[src/rtl/ecc_ram_scrubber.sv]
// Background scrubber for the soft-ECC RAM port B: reads each word, writes back
// corrected words and keeps saturating statistics plus the first fatal address.
module ecc_ram_scrubber #(
    parameter int  NUM_WORDS      = 512,
    parameter int  READ_LATENCY   = 4,
    parameter int  INTERVAL_WIDTH = 16,
    parameter int  CNT_WIDTH      = 16,
    localparam int ADDR_WIDTH     = (NUM_WORDS > 2) ? $clog2(NUM_WORDS - 1) : 1
) (
    input  logic                      clk,
    input  logic                      rst_n,
    input  logic                      enable,
    input  logic [INTERVAL_WIDTH-1:0] interval,
    input  logic                      clear_stats,
    output logic [ADDR_WIDTH-1:0]     ram_addr,
    output logic [31:0]               ram_data,
    output logic                      ram_wren,
    input  logic [31:0]               ram_q,
    input  logic [2:0]                ram_err,
    output logic                      busy,
    output logic                      pass_done,
    output logic [CNT_WIDTH-1:0]      corr_count,
    output logic [CNT_WIDTH-1:0]      fatal_count,
    output logic                      fatal_seen,
    output logic [ADDR_WIDTH-1:0]     fatal_addr
);

    // state | meaning
    // IDLE  | parked, pointer preserved
    // READ  | issue read address
    // WAIT  | RAM read latency
    // CHECK | sample decoded data and error status
    // WRITE | two-cycle write-back of corrected word
    // NEXT  | advance pointer, load idle interval
    // GAP   | idle between words; only exit point to IDLE
    localparam logic [2:0] S_IDLE  = 3'd0;
    localparam logic [2:0] S_READ  = 3'd1;
    localparam logic [2:0] S_WAIT  = 3'd2;
    localparam logic [2:0] S_CHECK = 3'd3;
    localparam logic [2:0] S_WRITE = 3'd4;
    localparam logic [2:0] S_NEXT  = 3'd5;
    localparam logic [2:0] S_GAP   = 3'd6;

    localparam logic [ADDR_WIDTH-1:0] LAST_ADDR = ADDR_WIDTH'(NUM_WORDS - 1);
    localparam logic [3:0]            LAT_LOAD  = 4'(READ_LATENCY - 1);
    localparam logic [CNT_WIDTH-1:0]  CNT_MAX   = '1;

    logic [2:0]                state_q, state_d;
    logic [ADDR_WIDTH-1:0]     ptr_q, ptr_d;
    logic [3:0]                lat_cnt_q, lat_cnt_d;
    logic [INTERVAL_WIDTH-1:0] gap_cnt_q, gap_cnt_d;
    logic                      wr_second_q, wr_second_d;
    logic [ADDR_WIDTH-1:0]     ram_addr_q, ram_addr_d;
    logic [31:0]               ram_data_q, ram_data_d;
    logic                      ram_wren_q, ram_wren_d;
    logic                      busy_q, busy_d;
    logic                      pass_done_q, pass_done_d;
    logic [CNT_WIDTH-1:0]      corr_count_q, corr_count_d;
    logic [CNT_WIDTH-1:0]      fatal_count_q, fatal_count_d;
    logic                      fatal_seen_q, fatal_seen_d;
    logic [ADDR_WIDTH-1:0]     fatal_addr_q, fatal_addr_d;

    always_comb begin
        state_d       = state_q;
        ptr_d         = ptr_q;
        lat_cnt_d     = lat_cnt_q;
        gap_cnt_d     = gap_cnt_q;
        wr_second_d   = wr_second_q;
        ram_addr_d    = ram_addr_q;
        ram_data_d    = ram_data_q;
        ram_wren_d    = ram_wren_q;
        pass_done_d   = 1'b0;
        corr_count_d  = corr_count_q;
        fatal_count_d = fatal_count_q;
        fatal_seen_d  = fatal_seen_q;
        fatal_addr_d  = fatal_addr_q;

        case (state_q)
            S_IDLE: begin
                if (enable) begin
                    state_d    = S_READ;
                    ram_addr_d = ptr_q;
                end
            end
            S_READ: begin
                lat_cnt_d = LAT_LOAD;
                state_d   = S_WAIT;
            end
            S_WAIT: begin
                if (lat_cnt_q == 4'd0) begin
                    state_d = S_CHECK;
                end else begin
                    lat_cnt_d = lat_cnt_q - 4'd1;
                end
            end
            S_CHECK: begin
                casez (ram_err)
                    3'b1??: begin
                        if (fatal_count_q != CNT_MAX) begin
                            fatal_count_d = fatal_count_q + CNT_WIDTH'(1);
                        end
                        if (!fatal_seen_q) begin
                            fatal_seen_d = 1'b1;
                            fatal_addr_d = ptr_q;
                        end
                        state_d = S_NEXT;
                    end
                    3'b01?: begin
                        ram_data_d  = ram_q;
                        ram_wren_d  = 1'b1;
                        wr_second_d = 1'b0;
                        state_d     = S_WRITE;
                    end
                    default: state_d = S_NEXT;
                endcase
            end
            S_WRITE: begin
                if (!wr_second_q) begin
                    wr_second_d = 1'b1;
                    if (corr_count_q != CNT_MAX) begin
                        corr_count_d = corr_count_q + CNT_WIDTH'(1);
                    end
                end else begin
                    ram_wren_d = 1'b0;
                    state_d    = S_NEXT;
                end
            end
            S_NEXT: begin
                if (ptr_q == LAST_ADDR) begin
                    ptr_d       = '0;
                    pass_done_d = 1'b1;
                end else begin
                    ptr_d = ptr_q + ADDR_WIDTH'(1);
                end
                gap_cnt_d = interval;
                state_d   = S_GAP;
            end
            S_GAP: begin
                if (gap_cnt_q == '0) begin
                    if (enable) begin
                        state_d    = S_READ;
                        ram_addr_d = ptr_q;
                    end else begin
                        state_d = S_IDLE;
                    end
                end else begin
                    gap_cnt_d = gap_cnt_q - INTERVAL_WIDTH'(1);
                end
            end
            default: state_d = S_IDLE;
        endcase

        // Clear overrides any increment or capture made this cycle.
        if (clear_stats) begin
            corr_count_d  = '0;
            fatal_count_d = '0;
            fatal_seen_d  = 1'b0;
            fatal_addr_d  = '0;
        end

        busy_d = (state_d != S_IDLE);
    end

    always_ff @(posedge clk or negedge rst_n) begin
        if (!rst_n) begin
            state_q       <= S_IDLE;
            ptr_q         <= '0;
            lat_cnt_q     <= '0;
            gap_cnt_q     <= '0;
            wr_second_q   <= 1'b0;
            ram_addr_q    <= '0;
            ram_data_q    <= '0;
            ram_wren_q    <= 1'b0;
            busy_q        <= 1'b0;
            pass_done_q   <= 1'b0;
            corr_count_q  <= '0;
            fatal_count_q <= '0;
            fatal_seen_q  <= 1'b0;
            fatal_addr_q  <= '0;
        end else begin
            state_q       <= state_d;
            ptr_q         <= ptr_d;
            lat_cnt_q     <= lat_cnt_d;
            gap_cnt_q     <= gap_cnt_d;
            wr_second_q   <= wr_second_d;
            ram_addr_q    <= ram_addr_d;
            ram_data_q    <= ram_data_d;
            ram_wren_q    <= ram_wren_d;
            busy_q        <= busy_d;
            pass_done_q   <= pass_done_d;
            corr_count_q  <= corr_count_d;
            fatal_count_q <= fatal_count_d;
            fatal_seen_q  <= fatal_seen_d;
            fatal_addr_q  <= fatal_addr_d;
        end
    end

    assign ram_addr    = ram_addr_q;
    assign ram_data    = ram_data_q;
    assign ram_wren    = ram_wren_q;
    assign busy        = busy_q;
    assign pass_done   = pass_done_q;
    assign corr_count  = corr_count_q;
    assign fatal_count = fatal_count_q;
    assign fatal_seen  = fatal_seen_q;
    assign fatal_addr  = fatal_addr_q;

endmodule
[config.mk]
export PLATFORM = sky130hd
export DESIGN_NAME = ecc_ram_scrubber
export DESIGN_NICKNAME = d
export VERILOG_FILES = /design/src/rtl/ecc_ram_scrubber.sv
export SDC_FILE = /design/constraint.sdc
export NUM_CORES = 1
export LEC_CHECK = 0
export ABC_AREA = 1
export ABC_CLOCK_PERIOD_IN_PS = 2500
export CORE_MARGIN = 1
export CORE_UTILIZATION = 30
export DETAILED_ROUTE_END_ITERATION = 10
export SKIP_CTS_REPAIR_TIMING = 1
export SLEW_MARGIN = 25
export SYNTH_ARGS = -nofsm -noshare
export SYNTH_HDL_FRONTEND = slang
export SYNTH_SLANG_ARGS = --single-unit
[constraint.sdc]
create_clock -name clk -period 2.5 [get_ports clk]
set_input_delay 0.5 -clock clk [delete_from_list [all_inputs] [get_ports clk]]
set_output_delay 0.5 -clock clk [all_outputs]
set_load 0.01 [all_outputs]
* Yosys cells after proc, flatten, opt, wreduce, memory -nomap -nowiden
Index checks and enable logic that the tools add are counted.
** Cells by class
- $add $sub $neg :: 5
- Multipliers :: 0
- Div/mod/pow operators :: 0
- $lt $le $gt $ge :: 0
- Equal/unequal tests :: 17
- Shift operators :: 0
- Muxes and demuxes :: 37
- Bitwise logic cells :: 0
- Reduce and logical (&&, ||, !) cells :: 23
** Operator list (count)
- 2-to-1 mux 16 bit :: 9
- 2-to-1 mux 9 bit :: 7
- adder 16 x 1 -> 16 bit, second input constant :: 2
- != test 16 bit, second input constant :: 2
- case mux 16 bit (2 select lines) :: 1
- case mux 3 bit (7 select lines) :: 1
- case mux 9 bit (2 select lines) :: 1
- nonzero test 2 bit :: 9
- zero test 16 bit :: 1
- subtractor 16 x 1 -> 16 bit, second input constant :: 1
- != test 2 bit, second input constant :: 7
- 2-to-1 mux 3 bit :: 4
- AND reduction 2 bit :: 6
- AND reduction 3 bit :: 4
- 2-to-1 mux 1 bit :: 10
- adder 9 x 1 -> 9 bit, second input constant :: 1
- equality test 3 bit, second input constant :: 3
- equality test 9 bit, second input constant :: 1
- case mux 4 bit (2 select lines) :: 1
- equality test 3 x 2 -> 1 bit, second input constant :: 2
- zero test 4 bit :: 1
- 2-to-1 mux 4 bit :: 1
- case mux 1 bit (2 select lines) :: 2
- subtractor 4 x 1 -> 4 bit, second input constant :: 1
- 4 further kinds :: 4
** Storage, ports and cells
- Register bits after elaboration :: 119
- Latch bits :: 0
- Memory bits (writable) :: 0
- Memory bits (read-only) :: 0
- Input bits :: 55
- Output and inout port bits :: 86
- Logic and storage cells :: 96
- Memories :: 0

* Depth between registers and ports, before layout
- Word-level depth :: 5
- Gate-level depth with buffers :: 10

* Worst setup path before layout
Ideal clock, no wire load.
- Kind :: flip-flop to flip-flop
- From :: register fatal_count_q[0], in the netlist fatal_count[0]
- To :: register fatal_count_q[14], in the netlist fatal_count[14]
- Library setup time :: 0.126 ns
- Arrival :: 1.481 ns
- Data required time :: 2.374 ns
- Setup slack :: 0.893 ns
- Stages on the path, launching flop included :: 10
- Cells stage by stage :: dfrtp_1 -> ha_1 -> inv_1 -> nor2_2 -> nand2_2 -> nor2_2 -> nand3_2 -> nand2_4 -> buf_6 -> o21ai_0
** On the way
- Longest elaborated chain between the ends :: 5
- Elaborated cells on any way between the ends :: 8
- Those cells by class :: 1 x add/sub; 1 x eq/ne; 4 x mux; 2 x reduce/logical
** RTL lines
- start: declaration :: line 59 : logic [CNT_WIDTH-1:0] fatal_count_q, fatal_count_d;
- start signal: assignment :: line 192 : fatal_count_q <= fatal_count_d;
- adder 16 x 1 -> 16 bit :: line 100 : fatal_count_d = fatal_count_q + CNT_WIDTH'(1);
- 2-to-1 mux 16 bit :: line 99 : if (fatal_count_q != CNT_MAX) begin
- 2-to-1 mux 16 bit :: line 97 : casez (ram_err)
- 2-to-1 mux 16 bit :: line 78 : case (state_q)
- 2-to-1 mux 16 bit :: line 154 : if (clear_stats) begin
Parallel ways exist; a longest one is shown, timed or not. The select of a mux whose other input is x is not followed.
A chain may end at the register's enable or synchronous reset.

* Worst setup path in the final report
- From :: register fatal_count_q[8], in the netlist fatal_count[8]
- To :: output fatal_count[8]
** RTL lines
- end: declaration :: line 23 : output logic [CNT_WIDTH-1:0] fatal_count,
No word-level cell between the ends.

==> reports/metrics.sh <==
DIE_WIDTH_MICRONS=147
HOLD_WS_NS=0.153
HOLD_PATH.CLASS='input port to async pin'
MAIN_COMBINATIONAL_CELL_FAMILY_BY_AREA_AFTER_SYNTHESIS='simple AND/OR/NAND/NOR gates'
GRT_USAGE_PCT=15.8
FF_LATCH_AREA_SQ_MM=0.00298
CRIT_PATH_CELL_TRACE='clkdlybuf4s50_1'
REGTOREGSETUPSLACK_NS=0.50
FINALHOLDVIOLATIONS=0
DRC=0
N_ANTENNA_CELL=0
POST_DRT_WL_PER_CELL_MICRONS=12.6
PEAKVDDDROP_mV=0.434
ROUTED_VIA_DENSITY=4.58
MIN_PERIOD_OVER_PERIOD_PCT=80.4
DETAILEDPLACEMENTHPWL_MICRONS=11400
GRT_FIRST_PASS_WIRELENGTH_MICRONS=27600
CTS_TREE='yes'
GRT_SETUP_UNREPAIRED='false'
MAX_CLOCK_FREQ_GHz=0.498
CRITICAL_PATH.ENDPOINT_TYPE='primary output'
INITIAL_UTILIZATION_PCT=31.0
CLK_TRANSITION_REPORTED_PATHS_NS=0.06
GRT_PASS1_VIAS=5627
CTS.SINK_COUNT=119
YOSYS.AREA_SHARE.XOR_XNOR_PCT=2.08
RUN_STATUS='finished, final reports clean'
SYNTH_AREA_PER_CELL_SQ_UM=7.36
WIRELENGTH_MICRONS=16200
CRITICAL-PATH-TOP-DELAY-FAMILY='buffers and inverters'
AREA.GROWTH.SYNTH_TO_FINAL_PCT=35.7
WORSTPATHREQUIRED_NS=2.00
STD_CELL_ROWS=52
VIAS=5894
YOSYSUNIQUECELLTYPES=34
CRITICAL_PATH_BUF_INV_COUNT=1
SETUP_SKEW_AFTER_LAYOUT_NS=0.0153
POSTROUTEANTENNANETS=0
LARGEST_DRIVER_FANOUT_ON_THE_CRITICAL_PATH=7
CTS_ROOT_BUFFER='sky130_fd_sc_hd__clkbuf_16'
CLOCKBUFFERDEPTH=2
DESIGN.FINAL.NETS=1066
CPMAXSTAGEDELAYCELL='sky130_fd_sc_hd__clkdlybuf4s50_1'
SYNTH-SEQ-AREA-SHARE_PCT=47.0
SYNTH-SIMPLE-AREA-SHARE_PCT=36.7
DRT-PASS1-ITER-COUNT=4
SYNTH.CELL_AREA_SQ_MM=0.00633
CRITICALPATHCATEGORY='flip-flop to primary output'
MULTIINPUTGATEAREA_SQ_MM=0.00292
SYNTH_COMPOUND_GATE_AREA_SHARE_PCT=5.95
DRTITER0DRC=290
GRT_START_MAX_NET_PINS=120
NETLIST_INSTANCES=860
PLACEMENT.IO_BUFFERS=139
PLACE_CONGESTION=0.825
WORST_SLEW_PIN_SLEW_NS=0.687
SETUP_VIOL=0
CTS-BUFFERS-INSERTED=17
YS_SEQ_ELEMENTS=119
FINAL_MAX_TRAN_VIOLS=0
YOSYS_WARNINGS=0
GRT.OVERFLOW.TOTAL=0
POST_SYNTH_MUX_AREA_SHARE_PCT=0
CELLPOWERDENSITY_mW_PER_MM2=931
WORST_SKEW_PAIR.LATE_LATENCY_NS=0.42
TIMING.CRITICAL_PATH.SLOWEST_CELL_DELAY_NS=0.60
STATIC-LEAKAGE-POWER_nW=4.05
ASYNC_RESET_FF_SHARE_PCT=100
SYNTH-EDFF-COUNT=0
CTS_HTREE_LEVELS=4
DIE_H_MICRONS=147
TIMING.MAX_CAP.VIOLATIONS=0
SYN_NETS=922
START_KIND='flip-flop'
TOP_LEVEL_PORTS=141
SYNTH_TOP_FLOP_CELL='sky130_fd_sc_hd__dfrtp_1'
SETUP-TNS-FINAL_NS=0
ARRIVAL_TIME_OF_THE_WORST_SETUP_PATH_NS=1.51
YOSYS.AREA_SHARE.ADDER_PCT=1.38
PROPORTION_OF_LAYOUT_CELLS_WITH_A_DRIVE_SUFFIX_ABOVE_1_PCT=7.08
FLOORPLAN.CORE_AREA_SQ_MM=0.0204
GRT_ANTENNA_BEFORE_REPAIR=0
POST-ROUTE-MIN-PERIOD_NS=2.01
DIEAREA_SQ_MM=0.0217
RELSLEWSLACK_PCT=54.2
NUM-FILL-CELLS=2140
==> final cells by class <==
class                      count  share of cell area (%)
sequential                   119                    34.7
multi-input combinational    640                    34.0
timing repair buffer         147                    17.0
clock buffer                  20                    5.32
tap                          270                    3.93
inverter                      79                    3.45
clock inverter                12                    1.65
==> state kept, by name, summed over array words and instances (netlist names) <==
register and flops:
corr_count 16, ptr_q 9, ram_addr 9, ram_data 32, lat_cnt_q 4, gap_cnt_q 16
busy 1, pass_done 1, fatal_addr 9, wr_second_q 1, state_q 3, fatal_count 16
ram_wren 1, fatal_seen 1
==> layer usage <==
layer	wire length (microns)	part of all wire, %	vias to the layer above	GRT usage, %
met5	0	0	-	0
met4	195	1.2	0	4.18
met3	1310	8.1	23	5.43
met2	7130	44	183	24.6
met1	7600	47	2676	20.9
li1	-	-	3012	-
==> metrics by stage <==
step / worst slack (ns) / total power, W / std cells / area [sq um] / utilization [%]
global route: 0.247 / 0.00861 / 1287 / 8590 / 42.1
CTS: 0.462 / 0.00812 / 1287 / 8590 / 42.1
detailed placement: 0.253 / 0.00557 / 1255 / 7990 / 39.1
global placement: 0.305 / 0.00555 / 1255 / 7990 / 39.1
floorplan: 0.893 / 0.00444 / 860 / 6330 / -
finish: 0.491 / 0.00800 / 1287 / 8590 / 42.1
==> layout by cell type (no fill, tap or decap), types with 6 or more instances in the layout <==
cell	netlist	final
sky130_fd_sc_hd__buf_4	3	8
sky130_fd_sc_hd__clkbuf_16	0	17
sky130_fd_sc_hd__clkdlybuf4s50_1	0	138
sky130_fd_sc_hd__dfrtp_1	119	119
sky130_fd_sc_hd__ha_1	7	7
sky130_fd_sc_hd__inv_1	74	74
sky130_fd_sc_hd__nand2_1	340	340
sky130_fd_sc_hd__nand3_1	83	83
sky130_fd_sc_hd__nand4_1	16	16
sky130_fd_sc_hd__nor2_1	79	79
sky130_fd_sc_hd__nor3_1	6	6
sky130_fd_sc_hd__o21ai_0	37	37
sky130_fd_sc_hd__o21ai_1	14	14
sky130_fd_sc_hd__o21bai_1	7	7
sky130_fd_sc_hd__or2_2	8	8
sky130_fd_sc_hd__xor2_1	11	11
==> path summary, 6_finish.rpt <==
check                                                 from                          to  cells past startpoint
worst max-delay path            fatal_count[8]$_DFFE_PN0P_              fatal_count[8]                      1
min in group clk                   ram_addr[5]$_DFFE_PN0P_     ram_addr[5]$_DFFE_PN0P_                      2
worst min-delay path                                 rst_n  fatal_count[6]$_DFFE_PN0P_                      2
worst max register to register  fatal_count[0]$_DFFE_PN0P_  fatal_count[3]$_DFFE_PN0P_                     10
max in group asynchronous                            rst_n   gap_cnt_q[14]$_DFFE_PN0P_                      2
worst min register to register     ram_addr[5]$_DFFE_PN0P_     ram_addr[5]$_DFFE_PN0P_                      2
==> power by group <==
group          internal [W]  leakage [nW]  total [W]  switching, W
Combinational       0.00118          2.20    0.00261       0.00143
Clock               0.00153         0.288    0.00247      0.000937
Sequential          0.00246          1.57    0.00291      0.000454
==> Yosys cell counts, types with 4 or more instances <==
cell | instances | area [sq um]
sky130_fd_sc_hd__buf_2 | 10 | 50.1
sky130_fd_sc_hd__buf_6 | 4 | 45.0
sky130_fd_sc_hd__clkbuf_1 | 5 | 18.8
sky130_fd_sc_hd__dfrtp_1 | 119 | 2980
sky130_fd_sc_hd__ha_1 | 7 | 87.6
sky130_fd_sc_hd__inv_1 | 74 | 278
sky130_fd_sc_hd__inv_2 | 5 | 18.8
sky130_fd_sc_hd__nand2_1 | 340 | 1280
sky130_fd_sc_hd__nand2_2 | 4 | 25.0
sky130_fd_sc_hd__nand3_1 | 83 | 415
sky130_fd_sc_hd__nand4_1 | 16 | 100
sky130_fd_sc_hd__nor2_1 | 79 | 297
sky130_fd_sc_hd__nor2_2 | 4 | 25.0
sky130_fd_sc_hd__nor3_1 | 6 | 30.0
sky130_fd_sc_hd__o21ai_0 | 37 | 185
sky130_fd_sc_hd__o21ai_1 | 14 | 70.1
sky130_fd_sc_hd__o21bai_1 | 7 | 52.6
sky130_fd_sc_hd__or2_2 | 8 | 50.1
sky130_fd_sc_hd__xnor2_1 | 4 | 35.0
sky130_fd_sc_hd__xor2_1 | 11 | 96.3
==> cells by family after synthesis <==
family / after synthesis
AND/OR/NAND/NOR: 551
adder cells (fa/ha/maj): 7
XOR/XNOR: 15
flip-flops: 119
AO/OA/AOI/OAI: 67
buffers and inverters: 101
Note: power is estimated with default switching activity, not from simulation.
